`src/rtl/fm_pkg.sv`:
```
// Shared constants and helpers for the FM modulator and the demodulator NCO path.
// Both ends import this package so they use an identical sine table.
package fm_pkg;

    localparam int PHASE_W    = 32;
    localparam int SAMPLE_W   = 8;
    localparam int LUT_ADDR_W = 6;
    localparam int LUT_DEPTH  = 64;
    localparam int MAG_W      = 7;

    // Quarter-wave sine magnitude: q[k] = round(127*sin(2*pi*(k+0.5)/256)), k = 0..63.
    // The half-step offset makes the folded wave symmetric, so the table never needs
    // an explicit zero or a -128 entry.
    localparam logic [MAG_W-1:0] QUARTER_SINE [LUT_DEPTH] = '{
        7'd2,   7'd5,   7'd8,   7'd11,  7'd14,  7'd17,  7'd20,  7'd23,
        7'd26,  7'd29,  7'd32,  7'd35,  7'd38,  7'd41,  7'd44,  7'd47,
        7'd50,  7'd53,  7'd56,  7'd58,  7'd61,  7'd64,  7'd67,  7'd69,
        7'd72,  7'd74,  7'd77,  7'd79,  7'd82,  7'd84,  7'd86,  7'd89,
        7'd91,  7'd93,  7'd95,  7'd97,  7'd99,  7'd101, 7'd103, 7'd105,
        7'd106, 7'd108, 7'd110, 7'd111, 7'd113, 7'd114, 7'd115, 7'd117,
        7'd118, 7'd119, 7'd120, 7'd121, 7'd122, 7'd123, 7'd124, 7'd124,
        7'd125, 7'd125, 7'd126, 7'd126, 7'd127, 7'd127, 7'd127, 7'd127
    };

    // Instantaneous frequency word: centre step plus the sign-extended sample
    // scaled by 2^shift; the sum wraps modulo 2^32 (negative totals become large steps).
    function automatic logic [PHASE_W-1:0] freq_word(
        input logic [PHASE_W-1:0]  ctrl,
        input logic [SAMPLE_W-1:0] msg,
        input logic [3:0]          shift
    );
        logic [PHASE_W-1:0] dev;
        dev = {{(PHASE_W-SAMPLE_W){msg[SAMPLE_W-1]}}, msg} << shift;
        return ctrl + dev;
    endfunction

endpackage

```
`src/rtl/fm_sine_lut.sv`:
```
// Combinational 8-bit-phase to 8-bit signed sine, built from the quarter-wave
// table with quadrant folding. Output range is -127..+127.
module fm_sine_lut
    import fm_pkg::*;
(
    input  logic [7:0]        phase_i,
    output logic signed [7:0] sine_o
);

    logic [1:0]            quadrant_s;
    logic [LUT_ADDR_W-1:0] idx_s;
    logic [LUT_ADDR_W-1:0] addr_s;
    logic [7:0]            mag_s;

    // Mirror the index in odd quadrants and negate the magnitude in the lower half-wave.
    always_comb begin
        quadrant_s = phase_i[7:6];
        idx_s      = phase_i[LUT_ADDR_W-1:0];
        if (quadrant_s[0]) begin
            addr_s = ~idx_s;
        end else begin
            addr_s = idx_s;
        end
        mag_s = {1'b0, QUARTER_SINE[addr_s]};
        if (quadrant_s[1]) begin
            sine_o = ~mag_s + 8'd1;
        end else begin
            sine_o = mag_s;
        end
    end

endmodule

```
`src/rtl/fm_modulator.sv`:
```
// Numerically controlled FM modulator: held message and configuration set an
// instantaneous frequency word, which steps a 32-bit phase accumulator whose top
// byte addresses the shared sine table. Output is registered.
module fm_modulator
    import fm_pkg::*;
(
    input  logic                       clk,
    input  logic                       rst_n,
    input  logic                       en,
    input  logic signed [SAMPLE_W-1:0] message,
    input  logic                       msg_valid,
    input  logic [PHASE_W-1:0]         ctr_ctrl,
    input  logic [3:0]                 dev_shift,
    input  logic                       cfg_load,
    output logic [PHASE_W-1:0]         phase,
    output logic signed [SAMPLE_W-1:0] modulated
);

    logic [SAMPLE_W-1:0] msg_q,   msg_d;
    logic [PHASE_W-1:0]  ctrl_q,  ctrl_d;
    logic [3:0]          shift_q, shift_d;
    logic [PHASE_W-1:0]  freq_q,  freq_d;
    logic [PHASE_W-1:0]  phase_q, phase_d;
    logic [SAMPLE_W-1:0] mod_q,   mod_d;
    logic signed [7:0]   sine_s;

    fm_sine_lut u_sine (
        .phase_i (phase_q[PHASE_W-1:PHASE_W-8]),
        .sine_o  (sine_s)
    );

    // Next-state: strobed captures, free-running frequency word, gated accumulator and output.
    always_comb begin
        msg_d   = msg_q;
        ctrl_d  = ctrl_q;
        shift_d = shift_q;
        phase_d = phase_q;
        mod_d   = mod_q;
        if (msg_valid) begin
            msg_d = message;
        end else begin
            msg_d = msg_q;
        end
        if (cfg_load) begin
            ctrl_d  = ctr_ctrl;
            shift_d = dev_shift;
        end else begin
            ctrl_d  = ctrl_q;
            shift_d = shift_q;
        end
        freq_d = freq_word(ctrl_q, msg_q, shift_q);
        if (en) begin
            phase_d = phase_q + freq_q;
            mod_d   = sine_s;
        end else begin
            phase_d = phase_q;
            mod_d   = mod_q;
        end
    end

    // State registers with asynchronous clear of every stage.
    always_ff @(posedge clk or negedge rst_n) begin
        if (!rst_n) begin
            msg_q   <= '0;
            ctrl_q  <= '0;
            shift_q <= 4'd0;
            freq_q  <= '0;
            phase_q <= '0;
            mod_q   <= '0;
        end else begin
            msg_q   <= msg_d;
            ctrl_q  <= ctrl_d;
            shift_q <= shift_d;
            freq_q  <= freq_d;
            phase_q <= phase_d;
            mod_q   <= mod_d;
        end
    end

    assign phase     = phase_q;
    assign modulated = mod_q;

endmodule

```
`config.mk`:
```
export PLATFORM = sky130hd
export DESIGN_NAME = fm_modulator
export DESIGN_NICKNAME = d
export VERILOG_FILES = /design/src/rtl/fm_pkg.sv /design/src/rtl/fm_sine_lut.sv /design/src/rtl/fm_modulator.sv
export SDC_FILE = /design/constraint.sdc
export NUM_CORES = 1
export LEC_CHECK = 0
export CORE_MARGIN = 1.5
export CORE_UTILIZATION = 40
export CTS_BUF_LIST = sky130_fd_sc_hd__clkbuf_4 sky130_fd_sc_hd__clkbuf_8 sky130_fd_sc_hd__clkbuf_16
export DETAILED_ROUTE_END_ITERATION = 8
export PLACE_DENSITY_LB_ADDON = 0.15
export SETUP_SLACK_MARGIN = 0.2
export SYNTH_ARGS = -nofsm -noshare
export SYNTH_HDL_FRONTEND = slang
export SYNTH_SLANG_ARGS = --single-unit
export TNS_END_PERCENT = 1
```
`constraint.sdc`:
```
create_clock -name clk -period 10.45 [get_ports clk]
set_clock_uncertainty 0.15 [all_clocks]
set_input_delay 2.09 -clock clk [delete_from_list [all_inputs] [get_ports clk]]
set_output_delay 2.09 -clock clk [all_outputs]
set_load 0.02 [all_outputs]
```
After elaboration in Yosys (flattened, before gate mapping). Memory sizes are Yosys's and may differ from the RTL's. Index checks and enable logic that the tools add are counted.

Bits of input ports: 49. Bits in latches: 0. Register bits after elaboration: 116. Output and inout port bits: 40. Memories kept: 1. Bits in read-only memories: 448. Logic and storage cells: 19. Bits in writable memories: 0.

Add/subtract/negate cells: 3. Shift-type cells: 1. Divide/modulo/power cells: 0. $mul: 0. Reduce and logical (&&, ||, !) cells: 0. Bitwise gates (word level): 3. Eq/ne operators: 0. Multiplexer cells: 4. Magnitude comparators: 1.

Memories: (name not given) (words 64, width 7, rd ports 1, clocked after memory_dff 0, write ports 0, line fm_sine_lut.sv:24) `mag_s = {1'b0, QUARTER_SINE[addr_s]};`.

Operators by type and width (count): $add A32 B32 Y32 (2); $shl A32 B4 Y32 (1); $mux W7 (2); $add A8 B1 Y8 const B (1); $mux W8 (1); $not A7 Y8 (1); $ge A7 B7 Y1 const B (1); $not A6 Y7 (1); $mux W6 (1); $not A6 Y6 (1).

Depth between registers and ports, before layout.
Depth after elaboration: 9. Gate-level depth with buffers: 18. Depth with buffers taken out: 17.

By module. Synthesis repeated with hierarchy kept, for this count alone.

Cell total of the unflattened synthesis: 935. Area, all modules: 8846.0 sq um.

By module, submodules not included: fm_modulator (area each 7457.2 sq um, times used 1, cells an instance 731, seq. area each 2902.8 sq um); fm_sine_lut (area each 1388.8 sq um, times used 1, cells an instance 204, seq. area each 0.0 sq um).

Worst setup path before layout. No wires, ideal clock.

Path kind: reg-to-reg. Start point: register shift_q[0]. End point: register freq_q[30]. Setup time: 0.104 ns. Clock period less this slack: 3.795 ns. Data required time: 10.196 ns. Data arrival time: 3.541 ns. Buffers on the path: 1. Cell stages (with the launch flop): 18. Slack: 6.655 ns. Cells stage by stage: dfrtp_1 -> buf_1 -> mux2i_1 -> nand2_1 -> o21ai_0 -> nor2_1 -> a21oi_1 -> a21oi_1 -> ha_1 -> a21o_1 -> a21o_1 -> a221o_1 -> and4_1 -> o31a_1 -> o211ai_1 -> and2_1 -> nand3_1 -> o311ai_1.

Longest elaborated chain between the ends: 2.

RTL lines: from (decl) (line fm_modulator.sv:21) `logic [3:0] shift_q, shift_d;`; from (signal assigned) (line fm_modulator.sv:73) `shift_q <= shift_d;`; $shl A32 B4 Y32 (line fm_pkg.sv:33) `dev = {{(PHASE_W-SAMPLE_W){msg[SAMPLE_W-1]}}, msg} << shift;`; $add A32 B32 Y32 (line fm_pkg.sv:34) `return ctrl + dev;`; named net freq_d[30] (line fm_modulator.sv:22) `logic [PHASE_W-1:0] freq_q, freq_d;`; to (signal assigned) (line fm_modulator.sv:74) `freq_q <= freq_d;`; to (decl) (line fm_modulator.sv:22).

The timed path passes the listed nets, and every way through them passes these cells. A chain may end at the register's enable or synchronous reset.

Worst setup path after layout.
Start point: register phase_q[27], in the netlist phase[27]. End point: output phase[27].

RTL lines: from (decl) (line fm_modulator.sv:23) `logic [PHASE_W-1:0] phase_q, phase_d;`; from (signal assigned) (line fm_modulator.sv:75) `phase_q <= phase_d;`; to (decl) (line fm_modulator.sv:15) `output logic [PHASE_W-1:0] phase,`.

No word-level cell between the ends.

==> key figures <==
STA
  • F_max: 234 MHz
  • Relative slew slack: 37.4%
  • RSZ-0062 raised after global routing: no
  • Pin slew with the least headroom to its limit: 0.932 ns
  • Number of setup violations in the final report: 0
  • Max-slew violation count: 0
  • Final period demand of the worst path: 4.28 ns
  • Share of the cycle needed by the critical path after routing: 41.0%
  • Sum of negative setup slack: 0 ns
  • Number of hold violations in the final report: 0
  • Fin Hold WS: 0.354 ns

Clock tree
  • Postcts setup bufs: 0
  • Clock tree from TritonCTS: yes
  • Maximum level of the CTS H-tree: 4
  • Worst-Skew Late Latency: 0.43 ns
  • Deepest clock path buffer count: 2
  • Root buf cell: sky130_fd_sc_hd__clkbuf_16
  • Clock transition at the registers of the reported paths: 0.06 ns
  • Total CTS buffers: 17
  • Clock sink count: 116
  • Hold Buf Count CTS: 0
  • Post-cts resize count: 0

Global route
  • First-pass GRT wire length: 32.7 mm
  • Initial antenna violation count: 0
  • Maximum number of pins on one net before global-route repair: 65
  • Number of global-route vias before repair: 6429
  • Global route overflow: 0
  • Total routing usage reported by global routing: 18.4%

Layout
  • Fraction of final layout cells with drive strength greater than 1: 12.6%
  • Antenna diode count: 0
  • Area Growth Syn to Fin: 20.0%
  • Total Nets Final: 1089
  • Most frequent cells in the layout: sky130_fd_sc_hd__dfrtp_1 (116), sky130_fd_sc_hd__clkdlybuf4s50_1 (86), sky130_fd_sc_hd__a21oi_1 (83)
  • Most common library cell in the layout ignoring fill and taps: sky130_fd_sc_hd__dfrtp_1
  • Filler cell count: 2017

Floorplanning
  • Initial cell density of the core: 40.6%
  • Core Footprint: 20900 sq um
  • Die height: 149 um
  • Count of boundary I/O pins: 89
  • DIE AREA: 22100 sq um
  • Die Width: 149 um
  • Placement Rows: 53

Detailed routing
  • Via-per-instance ratio: 5.45
  • Drt initial violations: 294
  • Routed length per placed instance: 15.4 um
  • Total wirelength of the detailed-routed design: 19.4 mm
  • DRC violation count after routing: 0
  • Detailed-routing iteration count for the pre-antenna-repair pass: 7
  • DRT antenna net count: 0
  • Vias: 6850

Min path
  • Path type of the worst min-delay path: register to register

Placed design
  • Dpl hpwl: 14.6 mm
  • Buffers on Ports: 88
  • Routability-driven placement congestion ratio: 0.875

Yosys
  • Number of synthesis warnings: 0
  • Top cell type's share of synthesized area: 34.2%
  • Number of storage elements in the synthesis netlist: 116
  • Library cell occupying the most area in the post-synthesis netlist: sky130_fd_sc_hd__dfrtp_1
  • Fraction of registers with async set/reset: 100%
  • Synth area leaders: sky130_fd_sc_hd__dfrtp_1 (34%), sky130_fd_sc_hd__ha_1 (10%), sky130_fd_sc_hd__mux2_2 (9.7%)
  • Sequential area share after synthesis: 34.2%
  • Netlist area before placement: 8490 sq um
  • Cell variety after synth: 73
  • Post-Syn Nets: 1019
  • Cells after synthesis: 898
  • Count of flip-flops with a built-in enable after synthesis: 0
  • Mean instance size in the synthesized netlist: 9.46 sq um
  • Leading register cell type out of synthesis: sky130_fd_sc_hd__dfrtp_1

Setup path
  • Ordered cell list for the critical path: clkdlybuf4s50_1
  • Worst Path Class, Setup: register to output pin
  • Worst Path Arrival: 2.04 ns
  • Worst path bufs/invs: 1
  • Highest cell delay on the worst timing path: 0.87 ns
  • Critical Path RT: 8.21 ns
  • Endpoint class of the critical path: output pin
  • Max stage delay cell, worst path: sky130_fd_sc_hd__dfrtp_1
  • Largest driver fanout on the critical path: 24
  • CP delay by family, top: flip-flops
  • Critical Path Source Type: register

Power
  • Largest voltage drop on the vdd net: 0.149 mV
  • PnR Total Power: 3.74 mW
  • Cell leakage power: 4.39 nW
  • Power Density: 367 nW/um^2

Run status
  • Result of the run: complete, no violations

Run
  • Max-capacitance violation count: 0
-- power breakdown --
part	total, mW	leakage [nW]	internal, mW	switching, mW
registers	0.781	1.35	0.612	0.169
clock network	0.604	0.296	0.390	0.215
logic	2.35	2.74	1.07	1.28
-- layout make-up --
| class | count | area [sq um] | share of cell area, % |
|---|---|---|---|
| Sequential cell | 116 | 2900 | 28.5 |
| Clock inverter | 12 | 154 | 1.51 |
| Tap cell | 275 | 344 | 3.38 |
| Inverter | 27 | 101 | 0.994 |
| Clock buffer | 20 | 460 | 4.52 |
| Timing Repair Buffer | 92 | 903 | 8.86 |
| Multi-Input combinational cell | 714 | 5330 | 52.3 |
-- path summary, 6_finish.rpt --
kind | startpoint | end | slack [ns] | cells past startpoint
worst min register to register | modulated[1] | modulated[1] | 0.35 | 1
worst max register to register | shift_q[0] | freq_q[30] | 6.19 | 14
min in group asynchronous | rst_n | shift_q[0] | 1.54 | 1
max in group asynchronous | rst_n | phase[24] | 7.34 | 2
worst max-delay path | phase[27] | phase[27] | 6.17 | 1
worst min-delay path | modulated[1] | modulated[1] | 0.35 | 1
-- registers in the layout, indices dropped and copies added (netlist names) --
signal     count
ctrl_q        32
freq_q        32
modulated      8
msg_q          8
phase         32
shift_q        4
-- kinds of logic after synthesis --
kind of cell / after synthesis / synth area share (%)
compound gates: 275 / 21.3
mux: 89 / 11.6
flops: 116 / 34.2
fa+ha+maj: 72 / 10.8
xor+xnor: 66 / 6.90
simple gates: 212 / 12.1
buf+inv: 68 / 3.09
-- synth_stat cells (10+ instances only) --
cell type / instances
sky130_fd_sc_hd__a211oi_1: 10
sky130_fd_sc_hd__a21o_1: 33
sky130_fd_sc_hd__a21oi_1: 83
sky130_fd_sc_hd__a31oi_1: 10
sky130_fd_sc_hd__clkbuf_1: 28
sky130_fd_sc_hd__dfrtp_1: 116
sky130_fd_sc_hd__ha_1: 70
sky130_fd_sc_hd__inv_1: 24
sky130_fd_sc_hd__mux2_2: 73
sky130_fd_sc_hd__mux2i_1: 15
sky130_fd_sc_hd__nand2_1: 51
sky130_fd_sc_hd__nand2b_1: 17
sky130_fd_sc_hd__nand3_1: 13
sky130_fd_sc_hd__nor2_1: 59
sky130_fd_sc_hd__nor2b_1: 12
sky130_fd_sc_hd__nor3_1: 17
sky130_fd_sc_hd__o21ai_0: 40
sky130_fd_sc_hd__o21ai_1: 10
sky130_fd_sc_hd__xnor2_1: 42
sky130_fd_sc_hd__xor2_1: 23
-- metal layers --
layer / vias to the layer above / global-route usage, % / part of all wire, %
met2: 142 / 28.7 / 44
li1: 3460 / - / -
met3: 19 / 3.56 / 3.8
met4: 0 / 5.79 / 1.4
met1: 3229 / 25.9 / 50
met5: - / 0 / 0
-- per-stage QoR --
| stage | area [sq um] | std cells | setup WS [ns] | utilization (%) |
|---|---|---|---|---|
| after floorplan | 8490 | 898 | 6.65 | - |
| after global placement | 9580 | 1224 | 6.34 | 45.8 |
| after detailed placement | 9580 | 1224 | 6.21 | 45.8 |
| after CTS | 10200 | 1256 | 6.15 | 48.8 |
| after global routing | 10200 | 1256 | 5.75 | 48.8 |
| final | 10200 | 1256 | 6.17 | 48.8 |
Note: power is estimated with default switching activity, not from simulation.
==> patch (same flow settings) <==
Change the package constant `PHASE_W` from 32 to 64.
--- a/src/rtl/fm_pkg.sv
+++ b/src/rtl/fm_pkg.sv
@@ -3,5 +3,5 @@
 package fm_pkg;
 
-    localparam int PHASE_W    = 32;
+    localparam int PHASE_W    = 64;
     localparam int SAMPLE_W   = 8;
     localparam int LUT_ADDR_W = 6;
Interface: changed (resized ctr_ctrl and phase); port bits go from 89 to 153. The function was not compared with the original's and may differ.
==> patch against the unedited design <==
- power grew 83%
- sequential share of layout area grew 0.19 points
- sequential cell count grew 96
- hold slack gained 0.0021 ns
- synthesized cell count grew 87%
- fmax shrank 11%
- design area grew 82%
- highest routed layer unchanged
- non-clock buffer count grew 64
- first-iteration DRC count grew to 2.7 times the old value
- sequential power grew 83%
- worst setup slack lost 0.54 ns
- largest cell class unchanged
- area after synthesis grew 86%
- global-route usage grew 2.3 points
- routed wire length grew 120%
==> patch: results (changes against the unedited design) <==
{
  "power_and_ir_drop": {
    "power_spent_charging_and_discharging_nets": {"value": 3.183, "unit": "mW", "change": "+91%"},
    "peakVddDrop": {"value": 0.1365, "unit": "mV", "change": "-8.2%"},
    "p_leak": {"value": 7.944, "unit": "nW", "change": "+81%"}
  },
  "critical_path": {
    "r2r.worst_path.cells": {"value": 15, "change": "+1"},
    "crit_path_start": "shift_q[0]$_DFFE_PN0P_",
    "critical_path_peak_fanout": {"value": 14, "change": "-42%"},
    "critical_path_arrival": {"value": 5.10, "unit": "ns", "change": "+3.06 ns"},
    "critPathCapture": "freq_q[57]$_DFF_PN0_",
    "critical_setup_path_class": "flip-flop to flip-flop"
  },
  "synth": {
    "synth_seq_area_share": {"value": 33.52, "unit": "%", "change": "-0.66 points"},
    "synth.top_cells.by_area": "sky130_fd_sc_hd__dfrtp_1 34%, sky130_fd_sc_hd__ha_1 11%, sky130_fd_sc_hd__mux2_2 9.4%, sky130_fd_sc_hd__a21oi_1 5.3%, sky130_fd_sc_hd__xnor2_1 4.4%",
    "post_synth_top_cells": "212 x sky130_fd_sc_hd__dfrtp_1, 169 x sky130_fd_sc_hd__a21oi_1, 133 x sky130_fd_sc_hd__ha_1",
    "synthDistinctLibCells": {"value": 98, "change": "+34%"},
    "synth-main-ff-cell": "sky130_fd_sc_hd__dfrtp_1",
    "synth_nets": {"value": 1891, "change": "+86%"},
    "syn_inst": {"value": 1675, "change": "+87%"}
  },
  "clock_tree": {
    "cts-buffers-inserted": {"value": 25, "change": "+8"},
    "clk_path_buf_depth": {"value": 3, "change": "+1"},
    "clk-insertion-delay-late": {"value": 0.56, "unit": "ns", "change": "+0.13 ns"},
    "ctsHtreeMaxLevel": {"value": 1, "change": "-3"}
  },
  "detailed_routing": {
    "avgViaCountPerCell": {"value": 5.581, "change": "+2.3%"},
    "detailroute.via_count": {"value": 12900, "change": "+88%"},
    "drt-pass1-iter-count": {"value": 5, "change": "-2"},
    "wire_per_inst": {"value": 18.24, "unit": "um", "change": "+18%"},
    "number_of_violations_reported_at_the_end_of_detailed_routing_iteration_0": {"value": 781, "change": "+170%"}
  },
  "run_status": {
    "outcome": "finished, final reports clean"
  },
  "sta": {
    "finalHoldWorstSlack": {"value": 0.3560, "unit": "ns", "change": "+0.002137 ns"},
    "period_share": {"value": 46.12, "unit": "%", "change": "+5.2 points"},
    "worst_slew_margin_relative_to_its_limit": {"value": 32.21, "unit": "%", "change": "-5.2 points"}
  },
  "place": {
    "dpl.cell_count": {"value": 2266, "change": "+85%"},
    "io_buffer_count": {"value": 152, "change": "+73%"},
    "hpwl": {"value": 33130, "unit": "um", "change": "+130%"}
  },
  "hold_path": {
    "hold_path_startpoint": "modulated[2]$_DFFE_PN0P_",
    "min_to": "modulated[2]$_DFFE_PN0P_"
  },
  "grt": {
    "globalRouteTotalUtil": {"value": 20.78, "unit": "%", "change": "+2.3 points"},
    "maximum_number_of_pins_on_one_net_before_global_route_repair": {"value": 100, "change": "+54%"}
  },
  "final_layout": {
    "fin_nets": {"value": 1991, "change": "+83%"}
  }
}
==> patch: cell types whose count changed in the layout (fill, tap and decap cells not counted), sizes merged, moves of 24 or more <==
cell and change:
nor2 +28, o21ai +58, mux2 +58, clkdlybuf4s50 +63, a21o +36, nand4 +29, inv +24, xnor2 +38
xor2 +31, ha +63, a21oi +87, dfrtp +96, o21bai +25, nand2 +74
==> patch: layout make-up <==
class / instances / area, um2
flip-flops and latches: 212 / 5306
fillers: 3672 / 20320
well taps: 518 / 648.1
clock buffers: 29 / 668.1
inverters: 46 / 172.7
clock inverters: 17 / 216.5
multi-input cells: 1334 / 9948
repair buffers: 156 / 1546
==> patch: kinds of logic after synthesis <==
kind of cell | share of synthesized area, %
and+or+nand+nor | 11.92
AOI/OAI and AO/OA | 21.73
adders and majority gates | 10.77
DFF | 33.52
buffers and inverters | 3.613
xor gates and xnor gates | 7.827
muxes | 10.62
==> patch: layer usage <==
layer,vias to the layer above,global-route usage [%],share of wire [%]
li1,6399,-,-
met4,0,4.984,2.1
met1,6160,31.76,51
met5,-,0,0
met2,288,30.93,42
met3,57,2.483,4.4
==> patch: critical path, cell delays in order, from the launching register on <==
cell                        delay [ns]
sky130_fd_sc_hd__dfrtp_1          0.66
sky130_fd_sc_hd__mux4_2           0.62
sky130_fd_sc_hd__nand2_1          0.09
sky130_fd_sc_hd__o21ai_0          0.10
sky130_fd_sc_hd__mux2_2           0.29
sky130_fd_sc_hd__ha_1             0.39
sky130_fd_sc_hd__a21oi_1          0.27
sky130_fd_sc_hd__o221ai_1         0.17
sky130_fd_sc_hd__a221oi_1         0.30
sky130_fd_sc_hd__o21ai_1          0.21
sky130_fd_sc_hd__a21boi_2         0.35
sky130_fd_sc_hd__o22ai_1          0.17
sky130_fd_sc_hd__o221ai_2         0.34
sky130_fd_sc_hd__nor3_1           0.10
sky130_fd_sc_hd__a2111oi_0        0.39
sky130_fd_sc_hd__a211oi_1         0.09
==> patch: stage by stage <==
stage          power, mW  cell area, um2  utilization [%]
6_report           6.822           18510            47.66
2_1_floorplan      4.688           15830                -
5_1_grt            7.391           18510            47.66
4_1_cts            6.834           18510            47.66
3_5_place_dp       5.839           17620            45.39
3_3_place_gp       5.819           17620            45.39
==> patch: power groups by stage <==
stage	clock, mW	sequential, mW	combinational (mW)
2_1_floorplan	0	1.47	3.22
3_3_place_gp	0	1.44	4.38
3_5_place_dp	0	1.45	4.39
4_1_cts	0.972	1.43	4.43
5_1_grt	1.00	1.47	4.92
6_report	0.941	1.43	4.45
